### src/rtl/sudoku_ssd_scanner.sv
// Seven-segment scanner for the Sudoku solver: 4-digit common-anode multiplexing with blink for editable cells.
// Optional SSD_ANTIGHOST_EN blanks the anodes for the first 4 cycles of every digit slot.
module sudoku_ssd_scanner #(
  parameter int REFRESH_BITS = 18,
  parameter int BLINK_BITS   = 25
) (
  input  logic       Clk,
  input  logic       Reset,
  input  logic       Init,
  input  logic       Load,
  input  logic       Forward,
  input  logic       Check,
  input  logic       Back,
  input  logic       Disp,
  input  logic       Fail,
  input  logic [3:0] Row,
  input  logic [3:0] Col,
  input  logic [3:0] OutputValue,
  input  logic [3:0] OutputAttempt,
  input  logic       OutputFixed,
  output logic [3:0] An,
  output logic [7:0] Ca
);

  localparam logic [7:0] GLYPH_BLANK = 8'hFF;
  localparam logic [7:0] GLYPH_DASH  = 8'hBF;
  localparam logic [7:0] GLYPH_F     = 8'h8E;
  localparam logic [7:0] GLYPH_A     = 8'h88;
  localparam logic [7:0] GLYPH_I     = 8'hF9;
  localparam logic [7:0] GLYPH_L     = 8'hC7;
  localparam logic [7:0] GLYPH_D     = 8'hA1;
  localparam logic [7:0] DP_MASK     = 8'h7F;

  logic [REFRESH_BITS-1:0] refresh_cnt;
  logic [BLINK_BITS-1:0]   blink_cnt;
  logic [1:0]              sel;
  logic                    blink_phase;
  logic [6:0]              flags;
  logic                    flags_onehot;
  logic                    slot_blank;
  logic [7:0]              d3_p0, d2_p0, d1_p0, d0_p0;
  logic [3:0]              an_p0;
  logic [7:0]              ca_p0;

  function automatic logic [7:0] glyph_digit(input logic [3:0] d);
    case (d)
      4'd1:    glyph_digit = 8'hF9;
      4'd2:    glyph_digit = 8'hA4;
      4'd3:    glyph_digit = 8'hB0;
      4'd4:    glyph_digit = 8'h99;
      4'd5:    glyph_digit = 8'h92;
      4'd6:    glyph_digit = 8'h82;
      4'd7:    glyph_digit = 8'hF8;
      4'd8:    glyph_digit = 8'h80;
      4'd9:    glyph_digit = 8'h90;
      default: glyph_digit = GLYPH_BLANK;
    endcase
  endfunction

  // Row/Col are 0-based internally but shown 1-based to the player.
  function automatic logic [7:0] rowcol_glyph(input logic [3:0] v);
    if (v <= 4'd8) rowcol_glyph = glyph_digit(v + 4'd1);
    else           rowcol_glyph = GLYPH_DASH;
  endfunction

  function automatic logic [7:0] value_glyph(input logic [3:0] v);
    if (v == 4'd0)      value_glyph = GLYPH_BLANK;
    else if (v <= 4'd9) value_glyph = glyph_digit(v);
    else                value_glyph = GLYPH_DASH;
  endfunction

  always_ff @(posedge Clk or posedge Reset) begin
    if (Reset) begin
      refresh_cnt <= '0;
      blink_cnt   <= '0;
    end else begin
      refresh_cnt <= refresh_cnt + 1'b1;
      blink_cnt   <= blink_cnt + 1'b1;
    end
  end

  assign sel          = refresh_cnt[REFRESH_BITS-1:REFRESH_BITS-2];
  assign blink_phase  = blink_cnt[BLINK_BITS-1];
  assign flags        = {Init, Load, Forward, Check, Back, Disp, Fail};
  assign flags_onehot = (flags != 7'd0) && ((flags & (flags - 7'd1)) == 7'd0);

`ifdef SSD_ANTIGHOST_EN
  // Keep the anode dark while the new cathode pattern settles.
  assign slot_blank = (refresh_cnt[REFRESH_BITS-3:0] < (REFRESH_BITS-2)'(4));
`else
  assign slot_blank = 1'b0;
`endif

  // Stage p0: per-state digit contents and digit selection
  always_comb begin
    d3_p0 = GLYPH_BLANK;
    d2_p0 = GLYPH_BLANK;
    d1_p0 = GLYPH_BLANK;
    d0_p0 = GLYPH_BLANK;
    if (Fail) begin
      d3_p0 = GLYPH_F;
      d2_p0 = GLYPH_A;
      d1_p0 = GLYPH_I;
      d0_p0 = GLYPH_L;
    end else if (!Init) begin
      d3_p0 = rowcol_glyph(Row);
      d2_p0 = rowcol_glyph(Col);
      d1_p0 = value_glyph(OutputValue);
      if (OutputFixed) d1_p0 = d1_p0 & DP_MASK;
      if (Load && !OutputFixed && blink_phase) d1_p0 = GLYPH_BLANK;
      if (Forward || Check || Back) d0_p0 = value_glyph(OutputAttempt);
      else if (Disp)                d0_p0 = GLYPH_D;
    end
  end

  always_comb begin
    an_p0 = 4'b1111;
    ca_p0 = GLYPH_BLANK;
    if (flags_onehot) begin
      an_p0 = slot_blank ? 4'b1111 : ~(4'b0001 << sel);
      case (sel)
        2'd0:    ca_p0 = d0_p0;
        2'd1:    ca_p0 = d1_p0;
        2'd2:    ca_p0 = d2_p0;
        default: ca_p0 = d3_p0;
      endcase
    end
  end

  // Stage p1: registered pins
  always_ff @(posedge Clk or posedge Reset) begin
    if (Reset) begin
      An <= 4'b1111;
      Ca <= GLYPH_BLANK;
    end else begin
      An <= an_p0;
      Ca <= ca_p0;
    end
  end

endmodule
### config.mk
export PLATFORM = sky130hd
export DESIGN_NAME = sudoku_ssd_scanner
export DESIGN_NICKNAME = d
export VERILOG_FILES = /design/src/rtl/sudoku_ssd_scanner.sv
export SDC_FILE = /design/constraint.sdc
export NUM_CORES = 1
export LEC_CHECK = 0
export BUFFER_PORTS_ARGS = -buffer_cell sky130_fd_sc_hd__buf_2
export CAP_MARGIN = 0
export CORE_ASPECT_RATIO = 0.7
export CORE_MARGIN = 2
export CORE_UTILIZATION = 60
export DETAILED_ROUTE_END_ITERATION = 6
export GPL_TIMING_DRIVEN = 0
export PLACE_DENSITY_LB_ADDON = 0.3
export SLEW_MARGIN = 40
export SYNTH_ARGS = -nofsm -noshare
export SYNTH_HDL_FRONTEND = slang
export SYNTH_SLANG_ARGS = --single-unit
### constraint.sdc
create_clock -name Clk -period 2.9 [get_ports Clk]
set_clock_uncertainty 0.1 [all_clocks]
set_input_delay 0.58 -clock Clk [delete_from_list [all_inputs] [get_ports Clk]]
set_output_delay 0.58 -clock Clk [all_outputs]
set_load 0.01 [all_outputs]
==> results.ini, run 1 <==
[setup_path]
worstSetupStartpointType = input pin
cp-end-kind = flop
r2r_end = Ca[5]$_DFF_PP1_
critical-path-max-stage-delay_ns = 0.40
crit_required_ns = 3.03
worst_r2r_path_depth = 5
rrSetupSlack_ns = 0.87
path_cells = buf_2 > clkbuf_1 > inv_1 > ha_1 > a32oi_1 > nand2_1 > or3b_1 > a221oi_1 > o21ai_1
cp.arrival_ns = 2.56
critical_path_class = input pin to flop
slowest_stage = or3b_1
path_max_fanout = 8
rr_startpoint = refresh_cnt[17]$_DFF_PP0_

[yosys]
seq_area_frac_synth_pct = 40.22
synthArstFlopShare_pct = 100.0
synth_compound_area_share_pct = 14.58
synth_edf_count = 0
synthMuxAreaShare_pct = 0.2893
synthSimpleGateAreaFrac_pct = 20.61
syn_area_mm2 = 0.003460
ys_ff_latch = 55
yosys_most_used_dff = dfrtp_1
synth_top_family_by_area = simple AND/OR/NAND/NOR gates
ys_types = 57
synth-xor-area-share_pct = 12.37
synth_fa_ha_area_share_pct = 7.957
syn_nets = 421
syn_area_per_cell_um2 = 9.275
ys_warn_count = 0
synthCells = 373

[timing]
rsz0062_at_grt = false
slew_violations = 0
fin_crit_sh_pct = 83.67
timing.final.ws_setup_ns = 0.4737
maxSlewHeadroom_pct = 53.21
setup_viol = 0
tns_ns = 0
max_slew.worst_pin.slew_ns = 0.7004
hold_viol = 0
max_freq_mhz = 412.1
min_period_ns = 2.426

[clock_network]
clk_latency_ns = 0.31
cts_resized = 0
cts_tree = done
post_cts_buffers = 0
cts_sinks = 55
cts_buffer_depth = 2
ctsHoldBuffers = 0
cts.clk_slew.worst_paths_ns = 0.09
ctsRootBufferMaster = clkbuf_8
cts_buffers = 5
htreeDepth = 2

[power_and_ir_drop]
ir_drop_v = 0.0002396
power.leakage_nw = 1.701
p_per_area_mw_per_mm2 = 378.9
total_power_mw = 1.453

[detailed_routing]
dr.pass1.iters = 4
drc = 0
via_count = 2782
finalWirelength_um = 7079
drt_iter0_drc = 139
wl_per_cell_um = 14.51
vias_per_cell = 5.701
ant_nets = 0

[floorplanning]
die-area_mm2 = 0.006399
fp-row-count = 23
die_w_um = 94.76
io-pin-count = 38
die_h_um = 67.53
core_area_mm2 = 0.005640
start_util_pct = 61.34

[grt]
grt_overflow_total = 0
grt_pass1_vias = 2455
grt_pass1_wl_um = 11620
grt_max_degree = 37
antenna_found_initial = 0
grtUsageTotal_pct = 23.59

[placement]
dp_hpwl_um = 5333
gp_congestion = 0.9442
placed_cell_area_mm2 = 0.003731
dp_slack_ns = 0.2338
io_buffers = 31
dp.cells = 480

[job]
max_cap_viol_count = 0

[finish]
antenna_cells = 0
layout-drive-gt1-share_pct = 15.50
synthToLayoutAreaGrowth_pct = 10.85
instances_no_fill = 488
nNetsFinal = 460
final_area_mm2 = 0.003835

[run_status]
outcome = complete, no violations

[hold_path]
min_path_type = input pin to async pin

[power by group]
| part | switching [mW] | total (mW) | internal [mW] |
|---|---|---|---|
| clock network | 0.244 | 0.461 | 0.218 |
| registers | 0.00187 | 0.777 | 0.775 |
| logic | 0.135 | 0.215 | 0.0793 |
| total | 0.381 | 1.45 | 1.07 |
[critical path, delay by kind of cell]
family	cells	cell delay (ns)
buf+inv	3	0.48
compound gates	3	0.73
simple gates	2	0.54
fa+ha+maj	1	0.24
[metrics by stage]
stage	hold slack, ns	utilization [%]
3_5_place_dp	0.3574	66.15
4_1_cts	0.1086	67.99
6_report	0.1090	67.99
2_1_floorplan	0.3337	-
5_1_grt	0.1112	67.99
3_3_place_gp	0.3512	65.75
[synthesized netlist by cell type, drive strengths merged, types with 2 or more instances]
cell type | n | area share [%]
a21oi | 9 | 1.3
o21ai | 20 | 2.9
nand4 | 7 | 1.3
dfstp | 12 | 9.1
nand3b | 5 | 1.2
o211ai | 8 | 1.7
nand3 | 24 | 3.5
a21boi | 3 | 0.65
and3 | 8 | 1.4
clkbuf | 9 | 0.98
and4 | 4 | 1.0
dfrtp | 43 | 31
o311ai | 2 | 0.51
xor2 | 13 | 3.3
nor2 | 28 | 3.0
nand2 | 40 | 4.3
a31oi | 4 | 0.72
o21a | 2 | 0.47
ha | 22 | 8.0
inv | 21 | 2.3
a32o | 2 | 0.58
a41o | 3 | 0.87
buf | 5 | 0.72
nor4b | 2 | 0.69
o31ai | 4 | 0.87
nand2b | 6 | 1.1
xnor2 | 35 | 9.1
and2 | 3 | 0.54
nor3 | 6 | 0.87
nor3b | 2 | 0.43
[layout make-up]
type | count | area [um2]
well taps | 75 | 93.84
inverters | 21 | 81.33
multi-input cells | 283 | 1931
repair buffers | 32 | 175.2
flip-flops and latches | 55 | 1391
clock inverters | 1 | 7.507
fillers | 446 | 1805
clock buffers | 7 | 96.34
plain buffers | 14 | 58.81
[registers in the layout, summed over array words and instances, names as in the netlist]
name,flops
Ca,8
refresh_cnt,18
blink_cnt,25
An,4
[worst max path at each step]
| stage | startpoint | endpoint |
|---|---|---|
| floorplan | OutputValue[1] | Ca[3]$_DFF_PP1_ |
| global placement | OutputValue[1] | Ca[3]$_DFF_PP1_ |
| detailed placement | OutputValue[1] | Ca[3]$_DFF_PP1_ |
| CTS | OutputValue[1] | Ca[3]$_DFF_PP1_ |
| global route | OutputValue[1] | Ca[0]$_DFF_PP1_ |
| finish | OutputValue[1] | Ca[3]$_DFF_PP1_ |
[metal layers]
metal,vias up,wire [um],global-route usage (%)
met5,-,0,0
met4,0,72,5.797
met3,7,442,5.915
met2,75,2974,34.75
met1,1305,3590,34.95
li1,1395,-,-
[cell families after synthesis]
family	Yosys count
simple gates	140
compound gates	72
flops	55
xor+xnor	48
buf+inv	35
fa+ha+maj	22
mux	1
[cells in the final DEF, fill, tap and decap left out, drive strengths merged, types with 3 or more instances in the layout]
cell type	netlist	final
buf	5	37
a41o	3	3
o31ai	4	4
dfstp	12	12
nand2b	6	6
nor2	28	28
nand4	7	7
clkbuf	9	16
nand3b	5	5
and3	8	8
inv	21	21
o21ai	20	20
ha	22	22
a21boi	3	3
nor3	6	6
a21oi	9	9
nand2	40	40
o211ai	8	8
xor2	13	13
a31oi	4	4
dfrtp	43	43
xnor2	35	35
and2	3	3
and4	4	4
nand3	24	24
Power figures use the tool's default switching activity.
==> run 2, diff against run 1 <==
--- a/config.mk
+++ b/config.mk
@@ -9,7 +9,7 @@
 export CAP_MARGIN = 0
 export CORE_ASPECT_RATIO = 0.7
 export CORE_MARGIN = 2
-export CORE_UTILIZATION = 60
+export CORE_UTILIZATION = 59
 export DETAILED_ROUTE_END_ITERATION = 6
 export GPL_TIMING_DRIVEN = 0
 export PLACE_DENSITY_LB_ADDON = 0.3
==> constraint.sdc (replaced) <==
create_clock -name Clk -period 2.3 [get_ports Clk]
set_clock_uncertainty 0.1 [all_clocks]
set_input_delay 0.46 -clock Clk [delete_from_list [all_inputs] [get_ports Clk]]
set_output_delay 0.46 -clock Clk [all_outputs]
set_load 0.01 [all_outputs]
==> run 2 against run 1 <==
  * Wire length shrank 4.0%
  * Sequential power rose by 26%
  * Largest cell class unchanged
  * Register-to-register slack worse by 0.53 ns
  * Die area increased by 1.6%
  * Non-clock buffer count stayed put
  * Combinational power increased by 26%
  * Global-route usage decreased by 1.0 points
  * Clock-buffer cell count is the same
  * Cell area is 0.36% higher
  * Power up 25%
  * Cell count is the same
==> results.ini, run 2 (synthesis results as in run 1) <==
[timing]
hold_ws_ns = 0.3603  ; +0.2513 ns
slew_violations = 0  ; unchanged
setup_viol = 0  ; unchanged
max_freq_mhz = 480.8
hold_viol = 0  ; unchanged
max_slew.worst_pin.slew_ns = 0.6949  ; -0.005529 ns
maxSlewHeadroom_pct = 53.57  ; +0.37 points
min_period_ns = 2.080
fin_crit_sh_pct = 90.43
timing.final.ws_setup_ns = 0.2200  ; -0.2537 ns
rsz0062_at_grt = false

[detailed_routing]
via_count = 2754  ; -1.0%
ant_nets = 0  ; unchanged
vias_per_cell = 5.643  ; -1.0%
dr.pass1.iters = 4  ; unchanged
drc = 0  ; unchanged
wl_per_cell_um = 13.92  ; -4.0%
drt_iter0_drc = 204  ; +47%
finalWirelength_um = 6793  ; -4.0%

[floorplanning]
die_w_um = 95.53  ; +0.81%
die-area_mm2 = 0.006502  ; +1.6%
core_area_mm2 = 0.005698  ; +1.0%
start_util_pct = 60.72  ; -0.62 points
io-pin-count = 38  ; unchanged
fp-row-count = 23  ; unchanged
die_h_um = 68.07  ; +0.79%

[finish]
synthToLayoutAreaGrowth_pct = 11.25
largest_reg_flops = 25  ; unchanged
layout_commonest_cell = dfrtp_1
layout-drive-gt1-share_pct = 15.74  ; +0.24 points
largest-register = blink_cnt
layout_common_cells = dfrtp_1, nand2_1, buf_2
nNetsFinal = 460  ; unchanged
antenna_cells = 0  ; unchanged
fin_util_pct = 67.55  ; -0.45 points
reg_top3 = blink_cnt x25, refresh_cnt x18, Ca x8
instances_no_fill = 488  ; unchanged
n_fill_cell = 452  ; +1.3%

[setup_path]
crit_required_ns = 2.42  ; -0.61 ns
worst_r2r_path_depth = 5  ; unchanged
worstSetupStartpointType = input pin
path_delay_family = compound AO/OA/AOI/OAI gates
worst_path_most_repeated_cell = ha_1
critical_path_class = input pin to flop
cp.arrival_ns = 2.20  ; -0.36 ns
cp-end-kind = flop
path_buf_inv = 1  ; -2
slowest_stage = o311ai_0
cp.depth = 6  ; -3
path_max_fanout = 8  ; unchanged
critical-path-max-stage-delay_ns = 0.58  ; +0.18 ns
path_cells = buf_2 > ha_1 > ha_1 > o311ai_0 > a21oi_1 > a31oi_1

[power_and_ir_drop]
p_comb_share_pct = 14.9  ; about the same
p_per_area_mw_per_mm2 = 473.0  ; +25%
power.share.clock_pct = 31.3  ; -0.5 points
total_power_mw = 1.820  ; +25%
ir_drop_v = 0.0003222  ; +34%
switching_share_pct = 25.72  ; -0.50 points
p_seq_share_pct = 53.8  ; +0.3 points
power.leakage_nw = 1.708  ; +0.41%
p_int_mw = 1.352  ; +26%
p_sw_mw = 0.4682  ; +23%

[clock_network]
ctsRootBufferMaster = clkbuf_8
cts_buffers = 5  ; unchanged
clk_latency_ns = 0.30  ; about the same
cts_tree = done
cts_buffer_depth = 2  ; unchanged
cts.clk_slew.worst_paths_ns = 0.09  ; about the same
cts_sinks = 55  ; unchanged
htreeDepth = 2  ; unchanged

[hold_path]
min_path_cells = 1
min_path_type = flop to flop

[grt]
antenna_found_initial = 0  ; unchanged
grt_pass1_vias = 2440  ; -0.61%
grt_max_degree = 41  ; +11%
grtUsageTotal_pct = 22.59  ; -1.0 points
grt_overflow_total = 0  ; unchanged
grt_pass1_wl_um = 11340  ; -2.4%

[run_status]
outcome = complete, no violations

[placement]
dp_slack_ns = -0.2887  ; -0.5225 ns
dp.cells = 480  ; unchanged
gp_congestion = 0.9305  ; -1.5%
io_buffers = 31  ; unchanged
dp_hpwl_um = 5252  ; -1.5%

[job]
max_cap_viol_count = 0  ; unchanged

==> run 2: per-stage QoR <==
stage | TNS, ns | area [um2]
after global placement | -7.916 | 3709
after global routing | 0 | 3849
after detailed placement | -0.6155 | 3731
after CTS | 0 | 3845
after floorplan | 0 | 3460
final | 0 | 3849
==> run 2: routing by layer <==
layer / share of wire [%] / wire length, um / GRT usage [%]
met1: 51 / 3494 / 35.34
met2: 40 / 2745 / 31.21
met3: 6.8 / 464 / 5.507
met4: 1.3 / 89 / 5.357
met5: 0 / 0 / 0
==> run 2: timing repair <==
action,4_1_cts,5_1_grt
endpoints found under the setup margin,0,2
hold endpoints to repair,11,0
gates resized for setup,0,1
setup buffers,0,0
hold buffers,1,0
==> run 2: power by group through the flow <==
stage / Sequential [mW] / Combinational [mW] / Clock [mW]
final: 0.979 / 0.271 / 0.570
after CTS: 0.979 / 0.268 / 0.581
after global routing: 0.980 / 0.306 / 0.626
after detailed placement: 0.998 / 0.266 / 0
after global placement: 0.998 / 0.255 / 0
after floorplan: 1.00 / 0.178 / 0
==> run 2: final cells by class <==
cell class              instances  area [um2]  share of cell area [%]
clock buffers                   7       96.34                   2.503
well taps                      75       93.84                   2.438
inverters                      21       81.33                   2.113
repair buffers                 33       185.2                   4.811
clock inverters                 1       7.507                  0.1951
plain buffers                  13       55.05                   1.430
multi-input cells             283        1938                   50.36
flip-flops and latches         55        1391                   36.15
==> run 2: final timing paths <==
check	start	to	slack, ns
max	Col[0]	Ca[2]$_DFF_PP1_	0.22
min	blink_cnt[19]$_DFF_PP0_	blink_cnt[19]$_DFF_PP0_	0.36
max reg2reg	refresh_cnt[17]$_DFF_PP0_	Ca[5]$_DFF_PP1_	0.34
min reg2reg	blink_cnt[19]$_DFF_PP0_	blink_cnt[19]$_DFF_PP0_	0.36
max in group asynchronous	Reset	Ca[0]$_DFF_PP1_	1.08
min in group asynchronous	Reset	blink_cnt[12]$_DFF_PP0_	0.51
==> run 3, diff against run 2 <==
==> constraint.sdc (replaced) <==
create_clock -name Clk -period 2.3 [get_ports Clk]
set_clock_uncertainty 0.1 [all_clocks]
set_input_delay 0.23 -clock Clk [delete_from_list [all_inputs] [get_ports Clk]]
set_output_delay 0.23 -clock Clk [all_outputs]
set_load 0.01 [all_outputs]
==> run 3 against run 2 <==
  * Combinational power about the same
  * Clock power barely moved
  * Register-to-register slack worse by 0.03 ns
  * Critical path type unchanged
  * Largest power group unchanged
  * Largest cell class unchanged
  * Critical endpoint is now Ca[3]$_DFF_PP1_
  * Cell count rose by 0.20%
  * Power about the same
  * Wire length rose by 0.49%
  * Sequential power about the same
  * Via count is 0.36% higher
  * Worst hold slack worse by 0.24 ns
  * Non-clock buffer count is 1 higher
  * Sequential share of layout area about the same
  * Clock-buffer cell count unchanged
  * Highest routed layer unchanged
==> results.ini, run 3 (synthesis results as in run 1) <==
[timing]
min_period_ns = 2.091  ; +0.01078 ns
hold_viol = 0  ; unchanged
max_slew.worst_pin.slew_ns = 0.7242  ; +0.02934 ns
slew_violations = 0  ; unchanged
max_freq_mhz = 478.3  ; -0.52%
maxSlewHeadroom_pct = 51.61  ; -2.0 points
timing.final.ws_setup_ns = 0.2092  ; -0.01078 ns
fin_crit_sh_pct = 90.90  ; +0.47 points
rsz0062_at_grt = false
setup_viol = 0  ; unchanged

[setup_path]
cp-end-kind = flop
worst_r2r_path_depth = 5  ; unchanged
worstSetupStartpointType = input pin
slowest_stage = or3b_1
rrSetupSlack_ns = 0.31  ; -0.03 ns
path_buf_inv = 3  ; +2
path_cells = buf_2 > clkbuf_1 > inv_1 > ha_1 > a32oi_1 > nand2_1 > or3b_1 > a221oi_1 > o21ai_1
r2r_end = Ca[5]$_DFF_PP1_
critical_path_class = input pin to flop
critical-path-max-stage-delay_ns = 0.42  ; -0.16 ns
crit_required_ns = 2.43  ; about the same
rr_startpoint = refresh_cnt[17]$_DFF_PP0_
path_delay_family = compound AO/OA/AOI/OAI gates
cp.arrival_ns = 2.22  ; +0.02 ns
path_max_fanout = 8  ; unchanged

[detailed_routing]
dr.pass1.iters = 4  ; unchanged
wl_per_cell_um = 13.96  ; +0.28%
drt_iter0_drc = 179  ; -12%
drc = 0  ; unchanged
via_count = 2764  ; +0.36%
finalWirelength_um = 6826  ; +0.49%
ant_nets = 0  ; unchanged
vias_per_cell = 5.652  ; +0.16%

[floorplanning]
fp-row-count = 23  ; unchanged
die-area_mm2 = 0.006502  ; unchanged
io-pin-count = 38  ; unchanged
core_area_mm2 = 0.005698  ; unchanged
die_w_um = 95.53  ; unchanged
start_util_pct = 60.72  ; unchanged
die_h_um = 68.07  ; unchanged

[power_and_ir_drop]
p_per_area_mw_per_mm2 = 473.4  ; about the same
power.share.clock_pct = 31.3  ; about the same
ir_drop_v = 0.0003218  ; -0.10%
switching_share_pct = 25.72  ; about the same
p_seq_share_pct = 53.8  ; about the same
p_int_mw = 1.352  ; about the same
p_comb_share_pct = 14.8  ; about the same
power.leakage_nw = 1.706  ; -0.17%
p_sw_mw = 0.4681  ; about the same

[clock_network]
cts_buffer_depth = 2  ; unchanged
cts.clk_slew.worst_paths_ns = 0.09  ; about the same
ctsHoldBuffers = 1  ; unchanged
cts_sinks = 55  ; unchanged
post_cts_buffers = 0  ; unchanged
ctsRootBufferMaster = clkbuf_8
cts_resized = 0  ; unchanged
cts_buffers = 5  ; unchanged
cts_tree = done
htreeDepth = 2  ; unchanged
clk_latency_ns = 0.30  ; about the same

[finish]
n_fill_cell = 452  ; unchanged
antenna_cells = 0  ; unchanged
largest_reg_flops = 25  ; unchanged
largest-register = blink_cnt
fin_util_pct = 67.48  ; about the same
reg_top3 = blink_cnt x25, refresh_cnt x18, Ca x8
layout-drive-gt1-share_pct = 15.46  ; -0.28 points
synthToLayoutAreaGrowth_pct = 11.14  ; about the same
layout_commonest_cell = dfrtp_1
layout_common_cells = dfrtp_1, nand2_1, buf_2
nNetsFinal = 461  ; +0.22%

[grt]
antenna_found_initial = 0  ; unchanged
grt_overflow_total = 0  ; unchanged
grt_max_degree = 41  ; unchanged
grt_pass1_wl_um = 11340  ; unchanged
grt_pass1_vias = 2440  ; unchanged
grtUsageTotal_pct = 22.59  ; unchanged

[placement]
dp_slack_ns = -0.05874  ; +0.2300 ns
gp_congestion = 0.9305  ; unchanged
io_buffers = 31  ; unchanged
dp_hpwl_um = 5252  ; unchanged

[hold_path]
whs_endpoint = Ca[7]$_DFF_PP1_
hold_start = OutputFixed
min_path_cells = 3  ; +2
min_path_type = input pin to flop

[job]
max_cap_viol_count = 0  ; unchanged

[run_status]
outcome = complete, no violations

## run 3: cell types whose count changed in the layout (fill, tap and decap cells not counted)
cell / delta
clkbuf_1: +1
a32oi_1: +1
a32oi_2: -1
## run 3: tightest hold or removal path, stage by stage
cell and delay (ns):
buf_2 0.09, inv_1 0.07, or4_1 0.11
## run 3: worst max-delay path by stage
stage	endpoint	start	slack, ns	cells after the start
3_5_place_dp	Ca[3]$_DFF_PP1_	OutputValue[1]	-0.06	9
2_1_floorplan	Ca[3]$_DFF_PP1_	OutputValue[1]	0.34	8
4_1_cts	Ca[3]$_DFF_PP1_	OutputValue[1]	0.26	9
6_report	Ca[3]$_DFF_PP1_	OutputValue[1]	0.21	9
3_3_place_gp	Ca[3]$_DFF_PP1_	OutputValue[1]	-0.03	9
5_1_grt	Ca[3]$_DFF_PP1_	OutputValue[1]	0.09	9
## run 3: final cells by class
| type | count | area [um2] | area share (%) |
|---|---|---|---|
| Buffer | 14 | 58.81 | 1.529 |
| Clock inverter | 1 | 7.507 | 0.1952 |
| Multi-Input combinational cell | 283 | 1931 | 50.21 |
| Inverter | 21 | 81.33 | 2.115 |
| Clock buffer | 7 | 96.34 | 2.506 |
| Tap cell | 75 | 93.84 | 2.441 |
| Sequential cell | 55 | 1391 | 36.19 |
| Timing Repair Buffer | 33 | 185.2 | 4.816 |
## run 3: power by group through the flow
stage / Combinational, mW / Clock (mW) / Sequential [mW]
after CTS: 0.268 / 0.581 / 0.979
after floorplan: 0.178 / 0 / 1.00
after detailed placement: 0.266 / 0 / 0.998
after global routing: 0.306 / 0.626 / 0.980
after global placement: 0.255 / 0 / 0.998
final: 0.270 / 0.571 / 0.979
## run 3: per-stage QoR
| step | total power, mW | area [um2] | hold WS (ns) | setup TNS (ns) | std cells |
|---|---|---|---|---|---|
| after floorplan | 1.178 | 3460 | 0.2964 | 0 | 373 |
| after global placement | 1.252 | 3709 | 0.3473 | -0.03466 | 479 |
| after detailed placement | 1.263 | 3731 | 0.06793 | -0.05874 | 480 |
| after CTS | 1.829 | 3845 | 0.1083 | 0 | 489 |
| after global routing | 1.912 | 3845 | 0.1181 | 0 | 489 |
| final | 1.820 | 3845 | 0.1240 | 0 | 489 |
## run 3: per-layer routing
metal	GRT usage (%)	part of all wire, %	wire length [um]
met1	35.34	51	3470
met2	31.21	40	2760
met3	5.507	7.3	501
met4	5.357	1.4	94
met5	0	0	0
